File: config.mk
export PLATFORM = sky130hd
export DESIGN_NAME = mul_div_unit
export DESIGN_NICKNAME = d
export VERILOG_FILES = /design/src/rtl/mul_div_unit.sv
export SDC_FILE = /design/constraint.sdc
export NUM_CORES = 1
export LEC_CHECK = 0
export CORE_MARGIN = 1
export CORE_UTILIZATION = 60
export DETAILED_ROUTE_END_ITERATION = 7
export PLACE_DENSITY = 0.8
export SETUP_SLACK_MARGIN = 0.05
export SLEW_MARGIN = 20
export SYNTH_ARGS = -nofsm -noshare
export SYNTH_HDL_FRONTEND = slang
export SYNTH_SLANG_ARGS = --single-unit
export TNS_END_PERCENT = 100
File: constraint.sdc
create_clock -name clk -period 9.3 [get_ports clk]
set_input_delay 1.86 -clock clk [delete_from_list [all_inputs] [get_ports clk]]
set_output_delay 1.86 -clock clk [all_outputs]
set_load 0.05 [all_outputs]
File: src/rtl/mul_div_unit.sv
// Iterative MULT/MULTU/DIV/DIVU engine owning the HI/LO pair.
// One shift-add / restoring-subtract step per cycle on magnitudes, sign fix-up in a final cycle.
module mul_div_unit #(
   parameter int unsigned WIDTH = 32
) (
   input  logic             clk,
   input  logic             reset,
   input  logic             start,
   input  logic [1:0]       op,
   input  logic [WIDTH-1:0] input1,
   input  logic [WIDTH-1:0] input2,
   input  logic             mthi,
   input  logic             mtlo,
   output logic             busy,
   output logic             done,
   output logic [WIDTH-1:0] hi,
   output logic [WIDTH-1:0] lo
);

   localparam int unsigned CntW = $clog2(WIDTH);

   typedef enum logic [1:0] {StIdle, StRun, StFix} state_e;

   state_e             state_q, state_d;
   logic [CntW-1:0]    cnt_q, cnt_d;
   logic [2*WIDTH-1:0] acc_q, acc_d;
   logic [WIDTH-1:0]   mag_q, mag_d;
   logic [1:0]         op_q, op_d;
   logic               s1_q, s1_d, s2_q, s2_d, dz_q, dz_d, done_q, done_d;
   logic [WIDTH-1:0]   hi_q, hi_d, lo_q, lo_d;

   logic               s1_in, s2_in, q_neg, r_neg;
   logic [WIDTH-1:0]   a_mag, b_mag, quo, rem;
   logic [WIDTH:0]     msum, dtmp;
   logic [WIDTH+1:0]   ddiff;

   assign s1_in = ~op[0] & input1[WIDTH-1];
   assign s2_in = ~op[0] & input2[WIDTH-1];
   assign a_mag = s1_in ? -input1 : input1;
   assign b_mag = s2_in ? -input2 : input2;

   // acc_q holds {upper, multiplier} for multiply and {remainder, dividend/quotient} for divide
   assign msum  = {1'b0, acc_q[2*WIDTH-1:WIDTH]} + (acc_q[0] ? {1'b0, mag_q} : '0);
   assign dtmp  = acc_q[2*WIDTH-1:WIDTH-1];
   assign ddiff = {1'b0, dtmp} - {2'b00, mag_q};

   assign quo   = acc_q[WIDTH-1:0];
   assign rem   = acc_q[2*WIDTH-1:WIDTH];
   assign q_neg = ~op_q[0] & (s1_q ^ s2_q);
   assign r_neg = ~op_q[0] & s1_q;

   always_comb begin
      state_d = state_q;
      cnt_d   = cnt_q;
      acc_d   = acc_q;
      mag_d   = mag_q;
      op_d    = op_q;
      s1_d    = s1_q;
      s2_d    = s2_q;
      dz_d    = dz_q;
      hi_d    = hi_q;
      lo_d    = lo_q;
      done_d  = 1'b0;
      unique case (state_q)
         StIdle: begin
            if (mthi) hi_d = input1;
            if (mtlo) lo_d = input1;
            if (start) begin
               state_d = StRun;
               cnt_d   = '0;
               op_d    = op;
               s1_d    = s1_in;
               s2_d    = s2_in;
               dz_d    = (input2 == '0);
               if (op[1]) begin
                  mag_d = b_mag;
                  acc_d = {{WIDTH{1'b0}}, a_mag};
               end else begin
                  mag_d = a_mag;
                  acc_d = {{WIDTH{1'b0}}, b_mag};
               end
            end
         end
         StRun: begin
            if (op_q[1]) begin
               if (ddiff[WIDTH+1]) acc_d = {dtmp[WIDTH-1:0], acc_q[WIDTH-2:0], 1'b0};
               else                acc_d = {ddiff[WIDTH-1:0], acc_q[WIDTH-2:0], 1'b1};
            end else begin
               acc_d = {msum, acc_q[WIDTH-1:1]};
            end
            cnt_d = cnt_q + 1'b1;
            if (cnt_q == CntW'(WIDTH - 1)) state_d = StFix;
         end
         StFix: begin
            state_d = StIdle;
            done_d  = 1'b1;
            if (op_q[1]) begin
               // Divide by zero falls out as remainder = dividend; only the quotient is forced
               lo_d = dz_q ? '1 : (q_neg ? -quo : quo);
               hi_d = r_neg ? -rem : rem;
            end else begin
               {hi_d, lo_d} = q_neg ? -acc_q : acc_q;
            end
         end
         default: state_d = StIdle;
      endcase
   end

   always_ff @(posedge clk) begin
      if (reset) begin
         state_q <= StIdle;
         cnt_q   <= '0;
         acc_q   <= '0;
         mag_q   <= '0;
         op_q    <= '0;
         s1_q    <= 1'b0;
         s2_q    <= 1'b0;
         dz_q    <= 1'b0;
         hi_q    <= '0;
         lo_q    <= '0;
         done_q  <= 1'b0;
      end else begin
         state_q <= state_d;
         cnt_q   <= cnt_d;
         acc_q   <= acc_d;
         mag_q   <= mag_d;
         op_q    <= op_d;
         s1_q    <= s1_d;
         s2_q    <= s2_d;
         dz_q    <= dz_d;
         hi_q    <= hi_d;
         lo_q    <= lo_d;
         done_q  <= done_d;
      end
   end

   assign busy = (state_q != StIdle);
   assign done = done_q;
   assign hi   = hi_q;
   assign lo   = lo_q;

endmodule

==> impl_metrics.tcl, run 1 <==
set metrics [dict create \
    route.antenna.remaining_nets 0 \
    areaGrowthSynthToFinish_pct 13.6 \
    dieWidth_um 159 \
    syn-num-nets 2154 \
    clockRootBuffer "clkbuf_16" \
    netlist_top_cells_area "dfxtp_1 (23%), a21oi_1 (6.5%), ha_1 (5.9%)" \
    crit_family "simple AND/OR/NAND/NOR gates" \
    firstDrtPassIters 8 \
    fp-row-count 57 \
    postLayoutCoreUtil_pct 69.3 \
    gr-total-overflow 0 \
    timing.hold.ws_ns 0.457 \
    ys.flop_type "dfxtp_1" \
    cts_setup_buffers 0 \
    synthMuxAreaShare_pct 3.62 \
    yosysSeqAreaShare_pct 23.3 \
    worst_pin_slew_ns 1.16 \
    synth_compound_area_share_pct 30.4 \
    clock_latency_ns 0.44 \
    io_buffers 136 \
    hold_viol 0 \
    cts_resized 0 \
    relSlewSlack_pct 22.5 \
    worstPathRequired_ns 9.65 \
    power_density_nw_per_um2 145 \
    min_path_type "register to register" \
    synth-warning-count 0 \
    synthCells 2011 \
    gp_congestion 1.00 \
    fillers 2091 \
    tritoncts "yes" \
    grt_pass1_wl_um 84900 \
    critical_path.most_common_cell "a211oi_1" \
    layout-drive-gt1-share_pct 4.89 \
    ios 137 \
    power.leakage_nw 6.41 \
    synth_top_family_by_area "compound AO/OA/AOI/OAI gates" \
    status "finished, final reports clean" \
    max_clock_freq_ghz 0.201 \
    critPathMaxStageDelay_ns 0.72 \
    htree_levels 4 \
    crit_buf_inv 2 \
    first_global_vias 15008 \
    yosysMostFrequentCell "nor2_1" \
    critPathMaxFanout 7 \
    peakVddDrop_mv 0.0993 \
    num_vias 16364 \
    synthSimpleGateAreaFrac_pct 21.2 \
    ys_ff_latch 173 \
    crit_type "input port to register" \
    grt_max_degree 77 \
    setup_viol 0 \
    min_period_ns 4.98 \
    cp_slowest_cell "nor4b_1" \
    die_area_um2 25400 \
    slew_violations 0 \
    synth_fa_ha_area_share_pct 6.17 \
    seqCellArea_um2 3470 \
    synth.top_cells.by_count "nor2_1 (209), nand2_1 (199), a21oi_1 (194), dfxtp_1 (173), o21ai_0 (124)" \
    netlist_area_um2 14800 \
    final.setup.tns_ns 0 \
    routedWlPerCell_um 23.3 \
    clk_pin_slew_ns 0.08 \
    cts_sinks 173 \
    synth_edf_count 0 \
    first_iter_violations 2202 \
    grtUsageTotal_pct 42.8 \
    vias_per_cell 6.85 \
    async_flop_share_pct 0 \
    holdBufCountCts 0 \
    fp.dieH_um 159 \
    nNetsFinal 2195 \
    core_area_um2 24300 \
    antenna_found_initial 0 \
    cp.arrival_ns 5.33 \
    clock_skew_ns 0.0135 \
    cap_violations 0 \
    n_antenna_cell 0 \
    synth_top_area_share_pct 23.3 \
    dpl.hpwl_um 41900 \
    start_util_pct 61.0 \
    cp-end-kind "register" \
    syn_avg_cell_area_um2 7.38 \
    startpoint_type "input port" \
    drt_wl_total_um 55700 \
    numCtsBuffers 17 \
    finalCritPeriodShare_pct 53.5 \
    crit_chain "clkdlybuf4s50_1, inv_1, ha_1, nor4b_1, and3_1, nand2_1, o41ai_1, xor2_1, a211oi_1, a211oi_1, a211oi_1" \
    cts_max_path_buffers 2 \
    synth.distinct_cells 88 \
    synth_xor_area_share_pct 9.98 \
    yosysTopAreaCell "dfxtp_1" \
    drc 0 \
    multi_input_area_um2 10600 \
    rsz0062_at_grt "false" \
]
[cells in the final DEF, fill, tap and decap left out, types with 37 or more instances in the layout]
cell type and n:
nor2_1 208, nand2_1 198, a21oi_1 194, dfxtp_1 172, clkdlybuf4s50_1 134, o21ai_0 124
xnor2_1 87, xor2_1 82, a211oi_1 71, ha_1 70, inv_1 65, mux2i_1 48
nand3_1 42, nor3_1 38, o211ai_1 37
[routing by layer]
metal	track usage, %	part of all wire, %	wire length, µm
met3	9.56	12	6750
met5	0	0	0
met2	63.8	42	23300
met1	58.0	41	22800
met4	21.5	5.0	2780
[cell families after synthesis]
group	count (synthesis)
AO/OA/AOI/OAI	685
XOR/XNOR	169
multiplexers	53
flip-flops	173
AND/OR/NAND/NOR	654
adder cells (fa/ha/maj)	72
buffers and inverters	205
[final timing paths]
path	end	start	slack (ns)	cells after the start
max reg2reg	acc_q[41]	acc_q[40]	4.74	10
max	acc_q[30]	input1[0]	4.32	11
min	lo[7]	lo[7]	0.46	2
min reg2reg	lo[7]	lo[7]	0.46	2
[area by class of cell]
type                            instances  area share [%]
Clock buffer                           18            2.61
Clock inverter                         13           0.876
Inverter                               67            1.49
Multi-Input combinational cell       1633            63.0
Sequential cell                       173            20.6
Tap cell                              324            2.41
Timing Repair Buffer                  160            9.10
[power breakdown]
group,leakage (nW),switching [mW],internal (mW)
Sequential,1.42,0.0726,0.791
Clock,0.288,0.356,0.388
Combinational,4.70,0.534,0.305
[sequential cells by signal, summed over array words and instances (netlist names)]
signal   count
op_q         2
lo          32
dz_q         1
state_q      2
acc_q       64
cnt_q        5
s1_q         1
done         1
mag_q       32
s2_q         1
hi          32
[stage by stage]
stage | cells | power (mW) | setup WS [ns] | cell area [µm²]
finish | 2388 | 2.45 | 4.32 | 16900
global route | 2388 | 2.53 | 4.26 | 16900
CTS | 2388 | 2.41 | 4.58 | 16900
detailed placement | 2357 | 1.68 | 4.16 | 16300
global placement | 2357 | 1.67 | 4.36 | 16300
floorplan | 2011 | 1.42 | 5.31 | 14800
[worst reg2reg max path, delay by kind of cell (launching register included)]
kind | cells | cell delay (ns)
multiplexers | 1 | 0.55
flip-flops | 1 | 0.66
adder cells (fa/ha/maj) | 1 | 0.41
AND/OR/NAND/NOR | 3 | 0.65
AO/OA/AOI/OAI | 5 | 2.17
No activity file was read; power rests on OpenSTA's default activity.
==> run 2, diff against run 1 <==
--- a/config.mk
+++ b/config.mk
@@ -6,9 +6,9 @@
 export NUM_CORES = 1
 export LEC_CHECK = 0
 export CORE_MARGIN = 1
-export CORE_UTILIZATION = 60
+export CORE_UTILIZATION = 54
 export DETAILED_ROUTE_END_ITERATION = 7
-export PLACE_DENSITY = 0.8
+export PLACE_DENSITY = 0.76
 export SETUP_SLACK_MARGIN = 0.05
 export SLEW_MARGIN = 20
 export SYNTH_ARGS = -nofsm -noshare
==> constraint.sdc (replaced) <==
create_clock -name clk -period 4.3 [get_ports clk]
set_input_delay 0.86 -clock clk [delete_from_list [all_inputs] [get_ports clk]]
set_output_delay 0.86 -clock clk [all_outputs]
set_load 0.05 [all_outputs]
==> impl_metrics.tcl, run 2 (same netlist as run 1, synthesis figures left out) <==
set metrics [dict create \
    status "finished, final reports clean" \
    max_clock_freq_ghz 0.273 \
    gp_congestion 1.04 \
    ios 137 \
    dpl.hpwl_um 45200 \
    grt_max_degree 76 \
    critPathMaxFanout 29 \
    cts_resized 0 \
    die_area_um2 28100 \
    antenna_found_initial 0 \
    clockRootBuffer "clkbuf_16" \
    grtUsageTotal_pct 41.3 \
    holdBufCountCts 0 \
    core_area_um2 27000 \
    met3_usage_pct 10.7 \
    p_int_mw 3.18 \
    clk_pin_slew_ns 0.08 \
    firstDrtPassIters 6 \
    reg2regPathDepth 14 \
    grt-busiest-layer "met2" \
    comb_power_share_pct 35.1 \
    regMostFlops "acc_q" \
    finalCritPeriodShare_pct 85.2 \
    startpoint_type "register" \
    min_path_type "register to register" \
    hold_viol 0 \
    met2_usage_pct 61.2 \
    first_iter_violations 2213 \
    worst_pin_slew_ns 0.913 \
    relSlewSlack_pct 39.0 \
    layout_common_cells "nor2_1 (208), nand2_1 (198), a21oi_1 (194)" \
    min_period_ns 3.67 \
    cts_setup_buffers 0 \
    crit_type "register to register" \
    grt_use_met1_pct 54.4 \
    gr-total-overflow 0 \
    rsz0062_at_grt "false" \
    place_worst_setup_slack_ns 0.312 \
    drc 0 \
    routedWlPerCell_um 24.1 \
    setup_slack_ns 0.634 \
    cp_slowest_cell "dfxtp_1" \
    cp.arrival_ns 4.01 \
    peakVddDrop_mv 0.217 \
    first_global_vias 15039 \
    start_util_pct 55.1 \
    critPathMaxStageDelay_ns 0.36 \
    slew_violations 0 \
    io_buffers 136 \
    power_density_nw_per_um2 310 \
    n_antenna_cell 0 \
    worstPathRequired_ns 4.65 \
    areaGrowthSynthToFinish_pct 16.0 \
    route.antenna.remaining_nets 0 \
    final.setup.tns_ns 0 \
    clock_skew_ns 0.0143 \
    timing.hold.ws_ns 0.453 \
    fp-row-count 60 \
    p_seq_share_pct 34.8 \
    cp-end-kind "register" \
    largest_reg_flops 64 \
    nNetsFinal 2239 \
    vias_per_cell 6.80 \
    htree_levels 4 \
    final_common_cell "nor2_1" \
    layout-drive-gt1-share_pct 6.92 \
    swShare_pct 40.3 \
    clock_power_share_pct 30.1 \
    hold_path_depth 2 \
    setup_viol 0 \
    fp.dieH_um 168 \
    power.leakage_nw 6.63 \
    tritoncts "yes" \
    num_vias 16653 \
    p_sw_mw 2.15 \
    cap_violations 0 \
    clock_latency_ns 0.45 \
    cts_sinks 173 \
    grt_pass1_wl_um 89100 \
    numCtsBuffers 17 \
    crit_chain "inv_1, buf_4, nor2_1, ha_1, o211ai_1, a21oi_1, o211ai_1, a2111oi_0, buf_4, o21ai_0, nand2_1, a221oi_1, o21ai_0, a32o_1" \
    cts_max_path_buffers 2 \
    drt_wl_total_um 59100 \
    dieWidth_um 168 \
]
-- run 2: cell types whose count changed in the layout (fill, tap and decap cells not counted), sizes merged --
cell / delta
clkinv: +3
inv: -1
buf: +44
bufinv: -1
-- run 2: final timing paths --
kind	startpoint	endpoint	slack, ns
setup reg to reg	acc_q[0]	acc_q[63]	0.63
setup / recovery	acc_q[0]	acc_q[63]	0.63
hold / removal	mag_q[6]	mag_q[6]	0.45
hold reg to reg	mag_q[6]	mag_q[6]	0.45
-- run 2: routing by layer --
layer,routed length [µm],vias to the layer above
met4,3510,0
met5,0,-
li1,-,7579
met3,7240,210
met2,24600,1074
met1,23700,7790
-- run 2: through the flow --
stage	std cells	total power, mW	util [%]	cell area (µm²)
floorplan	2011	3.07	-	14800
global placement	2418	3.67	61.7	16600
detailed placement	2418	3.70	61.7	16600
CTS	2450	5.26	63.8	17200
global route	2450	5.51	63.8	17200
finish	2450	5.34	63.8	17200
-- run 2: critical path, delay by kind of cell, from the launching register on --
family | cells | cell delay [ns]
compound gates | 8 | 1.90
buf+inv | 3 | 0.72
flops | 1 | 0.36
fa+ha+maj | 1 | 0.34
simple gates | 2 | 0.23
-- run 2: area by class of cell --
type	count	area [µm²]
clock inverters	14	148
repair buffers	204	1860
flip-flops and latches	173	3470
multi-input cells	1633	10600
well taps	341	427
fillers	2427	9740
clock buffers	18	439
inverters	67	251
-- run 2: power groups by stage --
stage	Clock, mW	Sequential, mW	Combinational (mW)
floorplan	0	1.96	1.11
global placement	0	1.88	1.79
detailed placement	0	1.89	1.81
CTS	1.59	1.85	1.82
global route	1.66	1.87	1.99
finish	1.60	1.86	1.87
